## src/rtl/mem_access_stage_if.sv

```systemverilog
// mem_access_stage_if: request/ready bus between the MEM-stage access
// controller and a multi-cycle data memory.
//   bus_req   master->slave  request, held until bus_ready
//   bus_we    master->slave  1 = write
//   bus_addr  master->slave  word-aligned byte address
//   bus_be    master->slave  byte enables, little-endian lanes
//   bus_wdata master->slave  store data replicated onto the selected lanes
//   bus_ready slave->master  access completes this cycle
//   bus_rdata slave->master  read word, valid with bus_ready
interface mem_access_stage_if;
    logic        bus_req;
    logic        bus_we;
    logic [31:0] bus_addr;
    logic [3:0]  bus_be;
    logic [31:0] bus_wdata;
    logic        bus_ready;
    logic [31:0] bus_rdata;

    modport master (
        output bus_req, bus_we, bus_addr, bus_be, bus_wdata,
        input  bus_ready, bus_rdata
    );

    modport slave (
        input  bus_req, bus_we, bus_addr, bus_be, bus_wdata,
        output bus_ready, bus_rdata
    );
endinterface

```

## src/rtl/mem_access_stage.sv

```systemverilog
// mem_access_stage: MEM-stage data-memory access controller.
// Takes the registered EX/MEM memory controls, issues one request on the
// data bus, stalls the pipeline until the memory answers (or a timeout
// expires), then presents aligned, extended load data to MEM/WB.
//
// Parameters:
//   TIMEOUT  max cycles in REQ without bus_ready before aborting (>= 2)
// Optional feature:
//   MEM_MISALIGN_TRAP_EN  when defined, misaligned half/word accesses skip the
//                         bus and retire immediately with bus_err
// Ports:
//   clk, rst              clock, synchronous active-high reset
//   mem_read, mem_write   memory op in MEM stage (write wins if both)
//   bhw                   size: 00 word, 01 half, 10 byte, 11 word
//   ext_sign              1 = sign-extend sub-word loads
//   addr, store_data      ALU byte address, store value
//   bus                   data-memory bus (master side)
//   stall                 holds IF/ID/EX and EX/MEM
//   load_data             aligned/extended load result, held until next load
//   done                  one-cycle pulse when the access retires
//   bus_err               one-cycle pulse on timeout / trapped misalignment
module mem_access_stage #(
    parameter int unsigned TIMEOUT = 16
) (
    input  logic                       clk,
    input  logic                       rst,
    input  logic                       mem_read,
    input  logic                       mem_write,
    input  logic [1:0]                 bhw,
    input  logic                       ext_sign,
    input  logic [31:0]                addr,
    input  logic [31:0]                store_data,
    mem_access_stage_if.master         bus,
    output logic                       stall,
    output logic [31:0]                load_data,
    output logic                       done,
    output logic                       bus_err
);

    localparam int unsigned CntW = $clog2(TIMEOUT);
    localparam logic [CntW-1:0] CntMax = CntW'(TIMEOUT - 1);

    typedef enum logic [1:0] {StIdle, StReq, StDone} state_e;

    state_e        stateQ, stateD;
    logic [CntW-1:0] cntQ;
    logic          weQ;
    logic [31:0]   addrQ;
    logic [3:0]    beQ;
    logic [31:0]   wdataQ;
    logic [1:0]    bhwQ;
    logic          signQ;
    logic [1:0]    lowQ;
    logic          errQ;
    logic [31:0]   loadQ;

    logic          opReq;
    logic          isHalf, isByte;
    logic [3:0]    beD;
    logic [31:0]   wdataD;
    logic          misaligned;
    logic [31:0]   extracted;

    assign opReq  = mem_read | mem_write;
    assign isHalf = (bhw == 2'b01);
    assign isByte = (bhw == 2'b10);

    // Lane decode from the live EX/MEM inputs; latched on IDLE -> REQ.
    always_comb begin
        beD    = 4'b1111;
        wdataD = store_data;
        if (isHalf) begin
            beD    = addr[1] ? 4'b1100 : 4'b0011;
            wdataD = {2{store_data[15:0]}};
        end else if (isByte) begin
            beD    = 4'b0001 << addr[1:0];
            wdataD = {4{store_data[7:0]}};
        end
    end

`ifdef MEM_MISALIGN_TRAP_EN
    assign misaligned = (isHalf & addr[0]) | (~isHalf & ~isByte & (addr[1:0] != 2'b00));
`else
    assign misaligned = 1'b0;
`endif

    // Extract from the read word using the size/offset latched at issue.
    always_comb begin
        logic [15:0] half;
        logic [7:0]  byteVal;
        half    = lowQ[1] ? bus.bus_rdata[31:16] : bus.bus_rdata[15:0];
        byteVal = bus.bus_rdata[7:0];
        case (lowQ)
            2'd0:    byteVal = bus.bus_rdata[7:0];
            2'd1:    byteVal = bus.bus_rdata[15:8];
            2'd2:    byteVal = bus.bus_rdata[23:16];
            default: byteVal = bus.bus_rdata[31:24];
        endcase
        case (bhwQ)
            2'b01:   extracted = {{16{signQ & half[15]}}, half};
            2'b10:   extracted = {{24{signQ & byteVal[7]}}, byteVal};
            default: extracted = bus.bus_rdata;
        endcase
    end

    always_comb begin
        stateD = stateQ;
        unique case (stateQ)
            StIdle: if (opReq) stateD = misaligned ? StDone : StReq;
            StReq:  if (bus.bus_ready || (cntQ == CntMax)) stateD = StDone;
            StDone: stateD = StIdle;
            default: stateD = StIdle;
        endcase
    end

    always_ff @(posedge clk) begin
        if (rst) begin
            stateQ <= StIdle;
            cntQ   <= '0;
            weQ    <= 1'b0;
            addrQ  <= '0;
            beQ    <= '0;
            wdataQ <= '0;
            bhwQ   <= '0;
            signQ  <= 1'b0;
            lowQ   <= '0;
            errQ   <= 1'b0;
            loadQ  <= '0;
        end else begin
            stateQ <= stateD;
            unique case (stateQ)
                StIdle: begin
                    if (opReq) begin
                        errQ <= misaligned;
                        cntQ <= '0;
                        // A trapped access never reaches the bus, so keep the bus state.
                        if (!misaligned) begin
                            weQ    <= mem_write;
                            addrQ  <= {addr[31:2], 2'b00};
                            beQ    <= beD;
                            wdataQ <= wdataD;
                            bhwQ   <= bhw;
                            signQ  <= ext_sign;
                            lowQ   <= addr[1:0];
                        end
                    end
                end
                StReq: begin
                    if (bus.bus_ready) begin
                        errQ <= 1'b0;
                        if (!weQ) loadQ <= extracted;
                    end else if (cntQ == CntMax) begin
                        errQ  <= 1'b1;
                        loadQ <= '0;
                    end else begin
                        cntQ <= cntQ + CntW'(1);
                    end
                end
                default: ;
            endcase
        end
    end

    assign bus.bus_req   = (stateQ == StReq);
    assign bus.bus_we    = weQ;
    assign bus.bus_addr  = addrQ;
    assign bus.bus_be    = beQ;
    assign bus.bus_wdata = wdataQ;

    // The IDLE term is combinational so the op is frozen from its first cycle.
    assign stall     = ((stateQ == StIdle) & opReq) | (stateQ == StReq);
    assign done      = (stateQ == StDone);
    assign bus_err   = (stateQ == StDone) & errQ;
    assign load_data = loadQ;

endmodule

```

## src/flat_wrapper.sv

```systemverilog
// flat-port wrapper written by rule: the top's interface ports become plain ports
module mem_access_stage_flat 
#(
    parameter int unsigned TIMEOUT = 16
)
  (clk, rst, mem_read, mem_write, bhw, ext_sign, addr, store_data, stall, load_data, done, bus_err, bus_bus_req, bus_bus_we, bus_bus_addr, bus_bus_be, bus_bus_wdata, bus_bus_ready, bus_bus_rdata);
  mem_access_stage_if bus_i ();
  input  logic clk;
  input  logic rst;
  input  logic mem_read;
  input  logic mem_write;
  input  logic [1:0] bhw;
  input  logic ext_sign;
  input  logic [31:0] addr;
  input  logic [31:0] store_data;
  output logic stall;
  output logic [31:0] load_data;
  output logic done;
  output logic bus_err;
  output wire logic [$bits(bus_i.bus_req)-1:0] bus_bus_req;
  output wire logic [$bits(bus_i.bus_we)-1:0] bus_bus_we;
  output wire logic [$bits(bus_i.bus_addr)-1:0] bus_bus_addr;
  output wire logic [$bits(bus_i.bus_be)-1:0] bus_bus_be;
  output wire logic [$bits(bus_i.bus_wdata)-1:0] bus_bus_wdata;
  input wire logic [$bits(bus_i.bus_ready)-1:0] bus_bus_ready;
  input wire logic [$bits(bus_i.bus_rdata)-1:0] bus_bus_rdata;
  assign bus_bus_req = bus_i.bus_req;
  assign bus_bus_we = bus_i.bus_we;
  assign bus_bus_addr = bus_i.bus_addr;
  assign bus_bus_be = bus_i.bus_be;
  assign bus_bus_wdata = bus_i.bus_wdata;
  assign bus_i.bus_ready = bus_bus_ready;
  assign bus_i.bus_rdata = bus_bus_rdata;
  mem_access_stage #(.TIMEOUT(TIMEOUT)) u_core (.clk(clk), .rst(rst), .mem_read(mem_read), .mem_write(mem_write), .bhw(bhw), .ext_sign(ext_sign), .addr(addr), .store_data(store_data), .bus(bus_i), .stall(stall), .load_data(load_data), .done(done), .bus_err(bus_err));
endmodule
```

## config.mk

```make
export PLATFORM = sky130hd
export DESIGN_NAME = mem_access_stage_flat
export DESIGN_NICKNAME = d
export VERILOG_FILES = /design/src/rtl/mem_access_stage_if.sv /design/src/rtl/mem_access_stage.sv /design/src/flat_wrapper.sv
export SDC_FILE = /design/constraint.sdc
export NUM_CORES = 1
export LEC_CHECK = 0
export ABC_AREA = 1
export ABC_CLOCK_PERIOD_IN_PS = 2600
export CAP_MARGIN = 20
export CORE_UTILIZATION = 40
export DETAILED_ROUTE_END_ITERATION = 10
export GPL_ROUTABILITY_DRIVEN = 0
export PLACE_DENSITY = 0.86
export SYNTH_ARGS = -nofsm -noshare
export SYNTH_HDL_FRONTEND = slang
export SYNTH_SLANG_ARGS = --single-unit
```

## constraint.sdc

```tcl
create_clock -name clk -period 2.6 [get_ports clk]
set_input_delay 0.52 -clock clk [delete_from_list [all_inputs] [get_ports clk]]
set_output_delay 0.52 -clock clk [all_outputs]
set_load 0.1 [all_outputs]
```

==> results.md, run 1 <==
* Layout cell share with drive strength beyond 1 at 18.6%
* Post-synth cell types at 30
* Dpl hpwl at 10900 µm
* Leak at 3.24 nW
* Yosys reg bits at 111
* CP delay by family, top: buffers and inverters
* Ports at 209
* Die Y at 113 µm
* Critical path, cell by cell: clkdlybuf4s50_1 -> inv_1 -> nand2_1 -> nand3_2 -> nand2_1 -> buf_12
* IO Port Bufs at 206
* RR Endpoint: u_core.load_data[16]
* Area delta synth->final at 44.4%
* Largest net degree at the start of global routing at 39
* Outcome: finished, final reports clean
* Hold/Removal Path Class: in2reg
* Worst-path clk slew at 0.08 ns
* Crit path kind: in2out
* # resized after CTS at 0
* Slowest CP cell: clkdlybuf4s50_1
* Global route overflow at 0
* Antenna-violating nets left at 0
* Worst Path Required at 2.08 ns
* Dpl ws at -0.0614 ns
* Gr usage total at 23.8%
* H-tree depth at 3
* Min Tclk post-route at 2.32 ns
* Power Dens Cells at 762 nW/µm²
* Clock Path Buffers at 2
* Worst Skew at 0.0105 ns
* Nets@finish at 1000
* Num Clock Sinks at 111
* Hold_buf cts at 0
* Tightest Pin Transition at 1.06 ns
* Synth Cell Area at 4930 µm²
* Synth Area per Inst at 6.99 µm²
* DRC viols at 0
* Bufs and invs on worst path at 3
* Row Count at 40
* FF-to-FF path depth at 6
* Warnings from Yosys at 0
* Skew-Pair Late Insertion Delay at 0.36 ns
* Critical Path Most Common Cell: nand2_1
* Max incr delay on CP at 0.52 ns
* Initial core utilization at 41.1%
* Hold path depth at 2
* # diodes at 0
* Die ar. at 12800 µm²
* CTS root buffer: clkbuf_16
* Final setup fails at 0
* Final worst slack at 0.278 ns
* Max_cap viols at 0
* Final Hold Fails at 0
* Die X at 113 µm
* Setup Fix Bufs, Post-CTS at 0
* Vias at 5307
* CP arrival at 1.80 ns
* Max VDD drop at 0.631 mV
* Initial antenna violation count at 0
* Startpoint class of the critical path: primary input
* CP Max Fanout at 9
* Nature of the critical path endpoint: output pin
* Number of global-route vias before repair at 4850
* R2R setup slack at 0.63 ns
* Total Power at 5.43 mW
* RR Startpoint: u_core.bhwQ[0]
* DRT Wirelength at 15200 µm
* Worst hold endpoint: u_core.bus.bus_be[2]
* Fmax at 431 MHz
* Headroom to the max-slew limit at 28.9%
* HP Start: rst
* Slew Limit Fails at 0
* Per-cell routed wire length at 14.6 µm
* DRT iter0 DRCs at 415
* Pre-antenna DRT Iters at 5
* Via-to-Cell Ratio at 5.08
* Post-Layout Cell Count at 1045
* Seq/Total Area, Yosys at 45.0%
* CTS tree: yes
* Core box area at 12000 µm²
* Cells after Synth at 706
* CTS buffer count at 9
* Placed Cells at 1029
* First-pass GRT wire length at 24000 µm
* RSZ-0062 raised after global routing: no
* Period utilisation layout at 89.3%
==> layer usage <==
layer,track usage [%],wire [µm],up-vias
li1,-,-,2661
met1,29.4,6390,2361
met2,38.2,7050,265
met3,8.84,1500,20
met4,8.25,291,0
met5,0,0,-
==> kinds of logic after synthesis <==
kind of cell | count (synthesis) | synth area share [%]
compound gates | 125 | 14.1
fa+ha+maj | 3 | 0.761
buf+inv | 70 | 6.57
flops | 111 | 45.0
other cells | 1 | 0.0760
simple gates | 396 | 33.4
==> registers in the layout, indices dropped and copies added (netlist names) <==
| register | count |
|---|---|
| u_core.lowQ | 2 |
| u_core.bus.bus_we | 1 |
| u_core.signQ | 1 |
| u_core.cntQ | 4 |
| u_core.bus.bus_addr | 30 |
| u_core.errQ | 1 |
| u_core.bhwQ | 2 |
| u_core.load_data | 32 |
| u_core.bus.bus_wdata | 32 |
| u_core.bus.bus_be | 4 |
| u_core.stateQ | 2 |
==> power breakdown <==
part,internal (mW),switching (mW),leakage [nW]
clock,0.676,0.685,0.141
sequential,1.85,0.0906,0.912
combinational,0.518,1.61,2.18
==> layout make-up <==
| class | instances | area (µm²) |
|---|---|---|
| multi-input combinational | 526 | 2400 |
| inverter | 27 | 101 |
| timing repair buffer | 218 | 1930 |
| sequential | 111 | 2220 |
| clock inverter | 6 | 57.6 |
| tap | 147 | 184 |
| fill | 1120 | 4890 |
| clock buffer | 10 | 229 |
==> metrics by stage <==
| stage | util [%] | setup TNS [ns] | area, µm² | hold WS, ns |
|---|---|---|---|---|
| floorplan | - | 0 | 4940 | 0.435 |
| global placement | 56.9 | 0 | 6840 | 0.451 |
| finish | 59.3 | 0 | 7120 | 0.461 |
| CTS | 59.3 | 0 | 7120 | 0.444 |
| detailed placement | 56.9 | -0.394 | 6840 | 0.456 |
| global route | 59.3 | 0 | 7120 | 0.447 |
==> worst max-delay path by stage <==
stage	start	end	slack, ns	cells past startpoint
floorplan	mem_read	stall	0.38	6
global placement	bhw[0]	u_core.bus.bus_wdata[22]	0.08	7
detailed placement	bhw[0]	u_core.bus.bus_wdata[21]	-0.06	7
CTS	mem_write	stall	0.24	6
global route	bhw[0]	u_core.bus.bus_wdata[19]	0.15	7
finish	mem_write	stall	0.28	6
==> cell usage in the layout, fill, tap and decap left out, types with 3 or more instances in the layout <==
cell               n
a21oi_1           51
inv_1             23
a31oi_1            8
nand3_1           66
buf_4            112
ha_1               3
o22ai_1            4
nor2_1            66
nand2_1          240
buf_12             3
dfxtp_1          111
a21oi_2           12
o21ai_1            7
clkdlybuf4s50_1  102
nand2_2           13
inv_2              4
clkbuf_16          9
o21ai_0           39
==> synthesized netlist by cell type <==
| master | n | area share (%) |
|---|---|---|
| buf_6 | 1 | 0.23 |
| a21oi_2 | 12 | 2.1 |
| nand3_1 | 67 | 6.8 |
| nand3_2 | 1 | 0.20 |
| a21oi_1 | 51 | 5.2 |
| clkbuf_1 | 17 | 1.3 |
| nor2_1 | 67 | 5.1 |
| conb_1 | 1 | 0.076 |
| o21ai_1 | 7 | 0.71 |
| nor4_1 | 1 | 0.13 |
| nor2_2 | 1 | 0.13 |
| buf_12 | 1 | 0.41 |
| o22ai_1 | 4 | 0.51 |
| and3_1 | 2 | 0.25 |
| nand2_2 | 13 | 1.6 |
| nor3_1 | 2 | 0.20 |
| inv_2 | 4 | 0.30 |
| buf_1 | 2 | 0.15 |
| a22oi_1 | 2 | 0.30 |
| o21ai_2 | 1 | 0.18 |
| dfxtp_1 | 111 | 45 |
| a31oi_1 | 8 | 1.0 |
| buf_2 | 18 | 1.8 |
| o21ai_0 | 39 | 4.0 |
| inv_1 | 23 | 1.7 |
| ha_1 | 3 | 0.76 |
| nand3_4 | 2 | 0.71 |
| buf_4 | 4 | 0.61 |
| o21a_1 | 1 | 0.15 |
| nand2_1 | 240 | 18 |
(Power assumes the default switching activity.)
==> run 2, diff against run 1 <==
ABC_AREA = not set   (was 1)
SKIP_CTS_REPAIR_TIMING = 1   (was not set)
==> results.md, run 2 <==
* Outcome: finished, violations left
* Failing checks: DRC
* Post-route setup TNS at 0 ns (unchanged)
* Layout cell share with drive strength beyond 1 at 20.1% (+1.5 points)
* Critical path destination: stall
* Clock network power share at 26.3% (+1.2 points)
* Synth Cell Area at 4840 µm² (-1.8%)
* Top-count cell post-synth: nand2_1
* Worst-path clk slew at 0.07 ns (about the same)
* H-tree depth at 3 (unchanged)
* CP Depth at 5 (-1)
* Bufs and invs on worst path at 2 (-1)
* Max VDD drop at 0.561 mV (-11%)
* Hold/Removal Path Class: reg2reg
* Antenna-violating nets left at 0 (unchanged)
* Pint at 3.11 mW (+2.1%)
* Most frequent cells in the layout: nand2_1 (130), dfxtp_1 (111), buf_4 (110)
* CP Max Fanout at 10 (+1)
* Net Switching at 2.17 mW (-8.9%)
* Warnings from Yosys at 0 (unchanged)
* CP delay by family, top: simple AND/OR/NAND/NOR gates
* Cell type with the highest aggregate area in the netlist: dfxtp_1
* Leak at 2.93 nW (-9.4%)
* Global route overflow at 0 (unchanged)
* Core box area at 11600 µm² (-3.3%)
* Num Clock Sinks at 111 (unchanged)
* Slowest CP cell: clkdlybuf4s50_1
* Vias at 4730 (-11%)
* Synth area leaders: dfxtp_1 (46%), nand2_1 (10%), a21oi_1 (6.2%)
* Commonest non-fill, non-tap cell in the layout: nand2_1
* Crit path from: mem_write
* Nature of the critical path endpoint: output pin
* DRC viols at 11 (+11)
* Crit path kind: in2out
* Post-synth top area share at 45.9% (+0.84 points)
* Cells after Synth at 547 (-23%)
* Combinational Power Share at 37.2% (-1.9 points)
* Ys async rst share at 0% (unchanged)
* Post-synth EDFFs at 0 (unchanged)
* Largest net degree at the start of global routing at 85 (+120%)
* Final Hold Fails at 0 (unchanged)
* CTS root buffer: clkbuf_16
* IO Port Bufs at 206 (unchanged)
* Min Tclk post-route at 2.29 ns (-0.0277 ns)
* RR Endpoint: u_core.load_data[22]
* CTS tree: yes
* Tightest Pin Transition at 0.688 ns (-0.375 ns)
* RSZ-0062 raised after global routing: no
* # diodes at 0 (unchanged)
* Row Count at 39 (-2.5%)
* Fillers at 951 (-15%)
* Max incr delay on CP at 0.44 ns (-0.08 ns)
* CTS buffer count at 9 (unchanged)
* Headroom to the max-slew limit at 54.0% (+25 points)
* Gr usage total at 23.1% (-0.76 points)
* Ys flop type: dfxtp_1
* Nets@finish at 839 (-16%)
* Ports at 209 (unchanged)
* Fmax at 436 MHz (+1.2%)
* Worst Hold Slack at 0.456 ns (-0.00532 ns)
* Dpl hpwl at 10600 µm (-2.8%)
* Worst Path Required at 2.08 ns (about the same)
* DRT Wirelength at 14200 µm (-6.6%)
* Sequential power share at 36.5% (+0.7 points)
* FF-to-FF path depth at 6 (unchanged)
* Per-cell routed wire length at 16.2 µm (+11%)
* Slew Limit Fails at 0 (unchanged)
* Skew-Pair Late Insertion Delay at 0.36 ns (about the same)
* Post-synth cell types at 54 (+80%)
* Synth Area per Inst at 8.85 µm² (+27%)
* Die ar. at 12600 µm² (-1.8%)
* DRT iter0 DRCs at 295 (-29%)
* Die Y at 112 µm (-0.90%)
* Initial antenna violation count at 0 (unchanged)
* Max_cap viols at 0 (unchanged)
* Seq/Total Area, Yosys at 45.9% (+0.84 points)
* Startpoint class of the critical path: primary input
* Critical path, cell by cell: clkdlybuf4s50_1 -> or2_1 -> nand2_2 -> nand2_1 -> buf_12
* Power Dens Cells at 747 nW/µm² (-2.0%)
* Number of global-route vias before repair at 4598 (-5.2%)
* Via-to-Cell Ratio at 5.38 (+6.0%)
* First-pass GRT wire length at 23100 µm (-3.8%)
* Initial core utilization at 41.7% (+0.63 points)
* Period utilisation layout at 88.2% (-1.1 points)
* Net switching fraction of the power at 41.1% (-2.8 points)
* Die X at 112 µm (-0.90%)
* Yosys reg bits at 111 (unchanged)
* RR Startpoint: u_core.bhwQ[0]
* Final setup fails at 0 (unchanged)
* Clock Path Buffers at 2 (unchanged)
* Worst Skew at 0.00784 ns (-0.00268 ns)
* Area delta synth->final at 45.9%
* Pre-antenna DRT Iters at 8 (+3)
* CP arrival at 1.77 ns (-0.03 ns)
* R2R setup slack at 0.41 ns (-0.22 ns)
* Most common library cells after synthesis: nand2_1 (131), dfxtp_1 (111), a21oi_1 (60)
run 2: cell count changes in the layout (fill, tap and decap cells not counted), moves of 9 or more:
cell      change
o211ai_1     +16
nand2_1     -110
nor2_1       -44
o21ai_0      -27
a221o_1      +23
a311oi_1     +10
a21oi_1       +9
nand2_2      -11
a21boi_1      +9
nand3_1      -63
mux2_1       +15
a21oi_2      -11
inv_1        -14
mux2i_1      +16
run 2: kinds of logic (layout without fill, tap and decap cells):
family                   Yosys count  in the layout  synth area share (%)
AO/OA/AOI/OAI                    162            162                  24.1
XOR/XNOR                           2              2                 0.517
adder cells (fa/ha/maj)            3              3                 0.775
buffers and inverters             55            243                  5.22
flip-flops                       111            111                  45.9
multiplexers                      33             33                  7.34
other                              1              2                0.0774
AND/OR/NAND/NOR                  180            180                  16.1
run 2: routing by layer:
layer / GRT usage (%) / vias to the layer above / wire length (µm)
li1: - / 2305 / -
met1: 26.6 / 2202 / 5700
met2: 39.1 / 193 / 6990
met3: 7.40 / 30 / 1190
met4: 10.6 / 0 / 357
met5: 0 / - / 0
run 2: area by class of cell:
cell class	instances	area, µm²	area share, %
Multi-Input combinational cell	382	2390	33.9
Sequential cell	111	2220	31.4
Timing Repair Buffer	217	1940	27.4
Clock buffer	9	225	3.19
Tap cell	143	179	2.53
Clock inverter	6	68.8	0.974
Inverter	11	41.3	0.584
run 2: power by group through the flow:
stage / Combinational, mW / Sequential (mW) / Clock [mW]
finish: 1.96 / 1.93 / 1.39
CTS: 1.96 / 1.93 / 1.42
global route: 2.05 / 1.95 / 1.49
floorplan: 0.503 / 2.89 / 0
detailed placement: 1.96 / 1.96 / 0
global placement: 1.93 / 1.96 / 0
run 2: worst min-delay path by stage:
stage / startpoint / slack (ns) / to / depth (start not counted)
final: u_core.bus.bus_addr[9] / 0.46 / u_core.bus.bus_addr[9] / 2
after CTS: u_core.bus.bus_addr[30] / 0.46 / u_core.bus.bus_addr[30] / 2
after global placement: u_core.bus.bus_addr[15] / 0.44 / u_core.bus.bus_addr[15] / 2
after floorplan: u_core.errQ / 0.45 / u_core.errQ / 2
after global routing: u_core.bus.bus_addr[28] / 0.47 / u_core.bus.bus_addr[28] / 2
after detailed placement: u_core.bus.bus_addr[9] / 0.45 / u_core.bus.bus_addr[9] / 2
run 2: tightest hold or removal path, cell delays in order (launching register included):
cell and delay (ns):
dfxtp_1 0.31, nand2_1 0.05, a21oi_1 0.05
run 2: metrics by stage:
| step | total power [mW] | utilization [%] | setup WS, ns | std cells | instance area, µm² |
|---|---|---|---|---|---|
| final | 5.28 | 60.8 | 0.306 | 879 | 7070 |
| after global routing | 5.48 | 60.8 | 0.232 | 879 | 7070 |
| after CTS | 5.31 | 60.6 | 0.310 | 878 | 7040 |
| after detailed placement | 3.92 | 58.1 | 0.0603 | 863 | 6750 |
| after global placement | 3.89 | 58.1 | 0.183 | 863 | 6750 |
| after floorplan | 3.39 | - | 0.225 | 548 | 4850 |
==> RTL change 1 (flow settings as in run 2) <==
Re-encode `state_e` (3 states) as one-hot, 3 bits wide.
--- a/src/rtl/mem_access_stage.sv
+++ b/src/rtl/mem_access_stage.sv
@@ -42,3 +42,3 @@
 
-    typedef enum logic [1:0] {StIdle, StReq, StDone} state_e;
+    typedef enum logic [2:0] {StIdle = 3'b001, StReq = 3'b010, StDone = 3'b100} state_e;
 
Behaviour: no difference found for any inputs over 4 cycles, from zero or initial values and one cycle with rst high; so few cycles prove little.
==> RTL change 1 against run 2 <==
Sequential cell count increased by 1. Setup slack improved by 0.080 ns. Hold slack got worse by 0.00082 ns. Clock skew increased by 0.0026 ns. Clock power increased by 6%. Final area increased by 1.6%. Routed wire length decreased by 1.5%. Synthesized area increased by 1.4%. Power increased by 1.5%. Largest cell class unchanged.
==> RTL change 1: results (changes against run 2) <==
Via density: 5.30 (-1.6%)
Global-route wire length before repair: 22900 um (-1.0%)
Reg2reg start: u_core.bhwQ[0]
Status: finished clean
DP HPWL: 10600 um (-0.51%)
Top cells by area, synth: dfxtp_1, nand2_1, a21oi_1, mux2i_1, a221o_1
Slew @ Worst Pin: 0.815 ns (+0.127 ns)
Delay-heaviest family, CP: buffers and inverters
Synth Flop Type: dfxtp_1
Largest net degree at the start of global routing: 79 (-7.1%)
Slowest-stage cell, CP: clkdlybuf4s50_1
Synth Area in Compound Gates: 0.209 (-0.0319)
DRT Pass-1 Iters: 5 (-3)
Data arrival, critical path: 1.69 ns (-0.08 ns)
Synth Warn #: 0 (unchanged)
Leakage: 3.00 nW (+2.3%)
Critical path peak fanout: 4 (-6)
# H-tree levels: 3 (unchanged)
Global Route Usage Sum: 0.227 (-0.00421)
Largest family of logic cells by synthesized area: compound AO/OA/AOI/OAI gates
Distinct cell type count of the synthesized netlist: 47 (-13%)
Fin Clk Skew: 0.0104 ns (+0.00258 ns)
Hold Path Origin: u_core.bus.bus_be[2]
CP max stage delay: 0.44 ns (about the same)
Root Driver: clkbuf_16
Vias in the first global route: 4700 (+2.2%)
Layout cells sized above 1: 0.218 (+0.0171)
PortBufs: 206 (unchanged)
Wire per inst: 15.7 um (-3.1%)
Post-synthesis xor/xnor area fraction: 0.00178 (-0.00338)
Final hold vios: 0 (unchanged)
Post-synthesis sequential area ratio: 0.456 (-0.00235)
Switching share of power: 0.393 (-0.0181)
Nets: 850 (+1.3%)
HP Class: flip-flop to flip-flop
Synth async-reset ratio: 0 (unchanged)
Filler cells: 1016 (+6.8%)
Adder-Cell Fraction of Synth Area: 0.00764 (-0.000109)
Max rail drop VDD: 0.000472 V (-16%)
Clk_lat worst skew: 0.35 ns
Drt first-iter violations: 339 (+15%)
Diodes inserted: 0 (unchanged)
CTS Buf Count: 9 (unchanged)
Synth top cells by count: nand2_1, dfxtp_1, a21oi_1
Mux cell area share after synthesis: 0.0879 (+0.0145)
RTL change 1: cell type report:
class | instances | area share
multi-input combinational | 392 | 0.338
sequential | 112 | 0.312
timing repair buffer | 221 | 0.275
clock buffer | 11 | 0.0338
tap | 147 | 0.0256
clock inverter | 4 | 0.0108
inverter | 7 | 0.00436
RTL change 1: power groups by stage:
stage | Sequential [mW] | Combinational (mW) | Clock, mW
2_1_floorplan | 2.85 | 0.524 | 0
3_3_place_gp | 1.97 | 1.91 | 0
5_1_grt | 1.96 | 2.04 | 1.58
6_report | 1.94 | 1.94 | 1.48
4_1_cts | 1.94 | 1.94 | 1.51
3_5_place_dp | 1.98 | 1.94 | 0
RTL change 1: kinds of logic after synthesis:
kind of cell	after synthesis
AOI/OAI and AO/OA	146
xor gates and xnor gates	1
adders and majority gates	3
buffers and inverters	54
DFF	112
muxes	41
other	1
and+or+nand+nor	199
RTL change 1: worst reg2reg max path, stage by stage, from the launching register on:
cell and delay [ns]:
dfxtp_1 0.36, inv_1 0.06, ha_1 0.56, inv_1 0.23, nand3_4 0.17, a211oi_4 0.04
buf_4 0.20, a221o_1 0.27
RTL change 1: metal layers:
| metal | GRT usage | wire, um |
|---|---|---|
| met1 | 0.250 | 5600 |
| met4 | 0.0818 | 189 |
| met3 | 0.0830 | 1400 |
| met2 | 0.399 | 6830 |
| met5 | 0 | 0 |
RTL change 1: path summary, 6_finish.rpt:
kind | end | slack [ns] | depth (start not counted)
worst max-delay path | stall | 0.39 | 5
worst min-delay path | u_core.bus.bus_be[2] | 0.46 | 2
worst max register to register | u_core.load_data[20] | 0.62 | 7
worst min register to register | u_core.bus.bus_be[2] | 0.46 | 2
RTL change 1: through the flow:
| step | hold slack [ns] | worst slack (ns) | util | cells | instance area (um2) |
|---|---|---|---|---|---|
| final | 0.455 | 0.386 | 0.598 | 894 | 7180 |
| after global routing | 0.475 | 0.331 | 0.598 | 894 | 7180 |
| after CTS | 0.458 | 0.386 | 0.598 | 894 | 7180 |
| after detailed placement | 0.449 | 0.299 | 0.571 | 879 | 6860 |
| after global placement | 0.442 | 0.364 | 0.571 | 879 | 6860 |
| after floorplan | 0.449 | 0.212 | - | 558 | 4930 |
==> RTL change 2 (flow settings as in run 2) <==
Made on the original files. `TIMEOUT` is set to 16 in 2 places; all go to 32.
--- a/src/rtl/mem_access_stage.sv
+++ b/src/rtl/mem_access_stage.sv
@@ -22,3 +22,3 @@
 module mem_access_stage #(
-    parameter int unsigned TIMEOUT = 16
+    parameter int unsigned TIMEOUT = 32
 ) (
--- a/src/flat_wrapper.sv
+++ b/src/flat_wrapper.sv
@@ -3,3 +3,3 @@
 #(
-    parameter int unsigned TIMEOUT = 16
+    parameter int unsigned TIMEOUT = 32
 )
Behaviour: no difference found for any inputs over 4 cycles, from zero or initial values and one cycle with rst high; that may be too few to reach the edited logic, so the function may still have changed.
==> RTL change 2 against run 2 <==
Synthesized area is 2.3% higher. Combinational power shrank 6%. Routed wire length up 3.5%. Setup slack improved by 0.082 ns. Final area up 2.1%. Sequential cell count rose by 1. Power down 1.8%. Via count rose by 4.5%. Largest power group is now registers. Highest routed layer unchanged.
==> RTL change 2: results (changes against run 2) <==
DRT Pass-1 Iters: 6 (-2)
Synth top cells by count: nand2_1, dfxtp_1, a21oi_1
Comb power: 1.85 mW (-6%)
Slew @ Worst Pin: 0.656 ns (-0.0322 ns)
Placed cells: 910 (+5.4%)
Final hold slack: 0.457 ns (+0.000933 ns)
Data arrival, critical path: 1.69 ns (-0.08 ns)
Via density: 5.35 (-0.65%)
Status: finished clean
Met1 wire length: 5890 um (+3.3%)
Filler cells: 989 (+4.0%)
WL final: 14700 um (+3.5%)
Drt first-iter violations: 261 (-12%)
Final period utilization: 0.851 (-0.0317)
Max rail drop VDD: 0.000670 V (+19%)
DP HPWL: 10600 um (about the same)
Global Route Usage Sum: 0.230 (-0.00120)
Met2 Routed Length: 7390 um (+5.8%)
Top cells by area, synth: dfxtp_1, nand2_1, a21oi_1, mux2i_1, a221o_1
Mapped Avg Cell Area: 8.74 um2 (-1.3%)
Wire length on met3: 1020 um (-14%)
Wire per inst: 15.9 um (-1.6%)
Post-synthesis sequential area ratio: 0.452 (-0.00639)
Reg2reg start: u_core.cntQ[0]
Switching share of power: 0.397 (-0.0135)
Area occupied by multi-input gates: 2480 um2 (+3.8%)
Delay-heaviest family, CP: buffers and inverters
GR Util met2: 0.399 (+0.00788)
Placed inst area: 6920 um2 (+2.6%)
R2R cell count: 8 (+2)
Layout cells sized above 1: 0.221 (+0.0195)
Sequential Power Share: 0.372 (+0.007)
Pwr dens: 719 nW/um2 (-3.8%)
## RTL change 2: how the worst max path moves through the flow
stage                      endpoint            from
6_report                      stall       mem_write
4_1_cts                       stall       mem_write
3_5_place_dp   u_core.load_data[17]   bus_bus_ready
3_3_place_gp   u_core.load_data[23]   bus_bus_ready
2_1_floorplan                 stall       mem_write
5_1_grt        u_core.load_data[17]  u_core.cntQ[0]
## RTL change 2: final cells by class
type | count | area share
multi-input combinational | 403 | 0.344
timing repair buffer | 220 | 0.271
clock buffer | 11 | 0.0336
clock inverter | 4 | 0.00728
sequential | 112 | 0.311
tap | 168 | 0.0291
inverter | 7 | 0.00399
## RTL change 2: cells by family (layout without fill, tap and decap cells)
logic type	after synthesis	count (layout)	share of synthesized area
AND/OR/NAND/NOR	180	180	0.161
AO/OA/AOI/OAI	174	174	0.233
flip-flops	112	112	0.452
buffers and inverters	53	242	0.0485
multiplexers	42	42	0.0911
adder cells (fa/ha/maj)	4	4	0.0101
other	1	2	0.000757
XOR/XNOR	1	1	0.00328
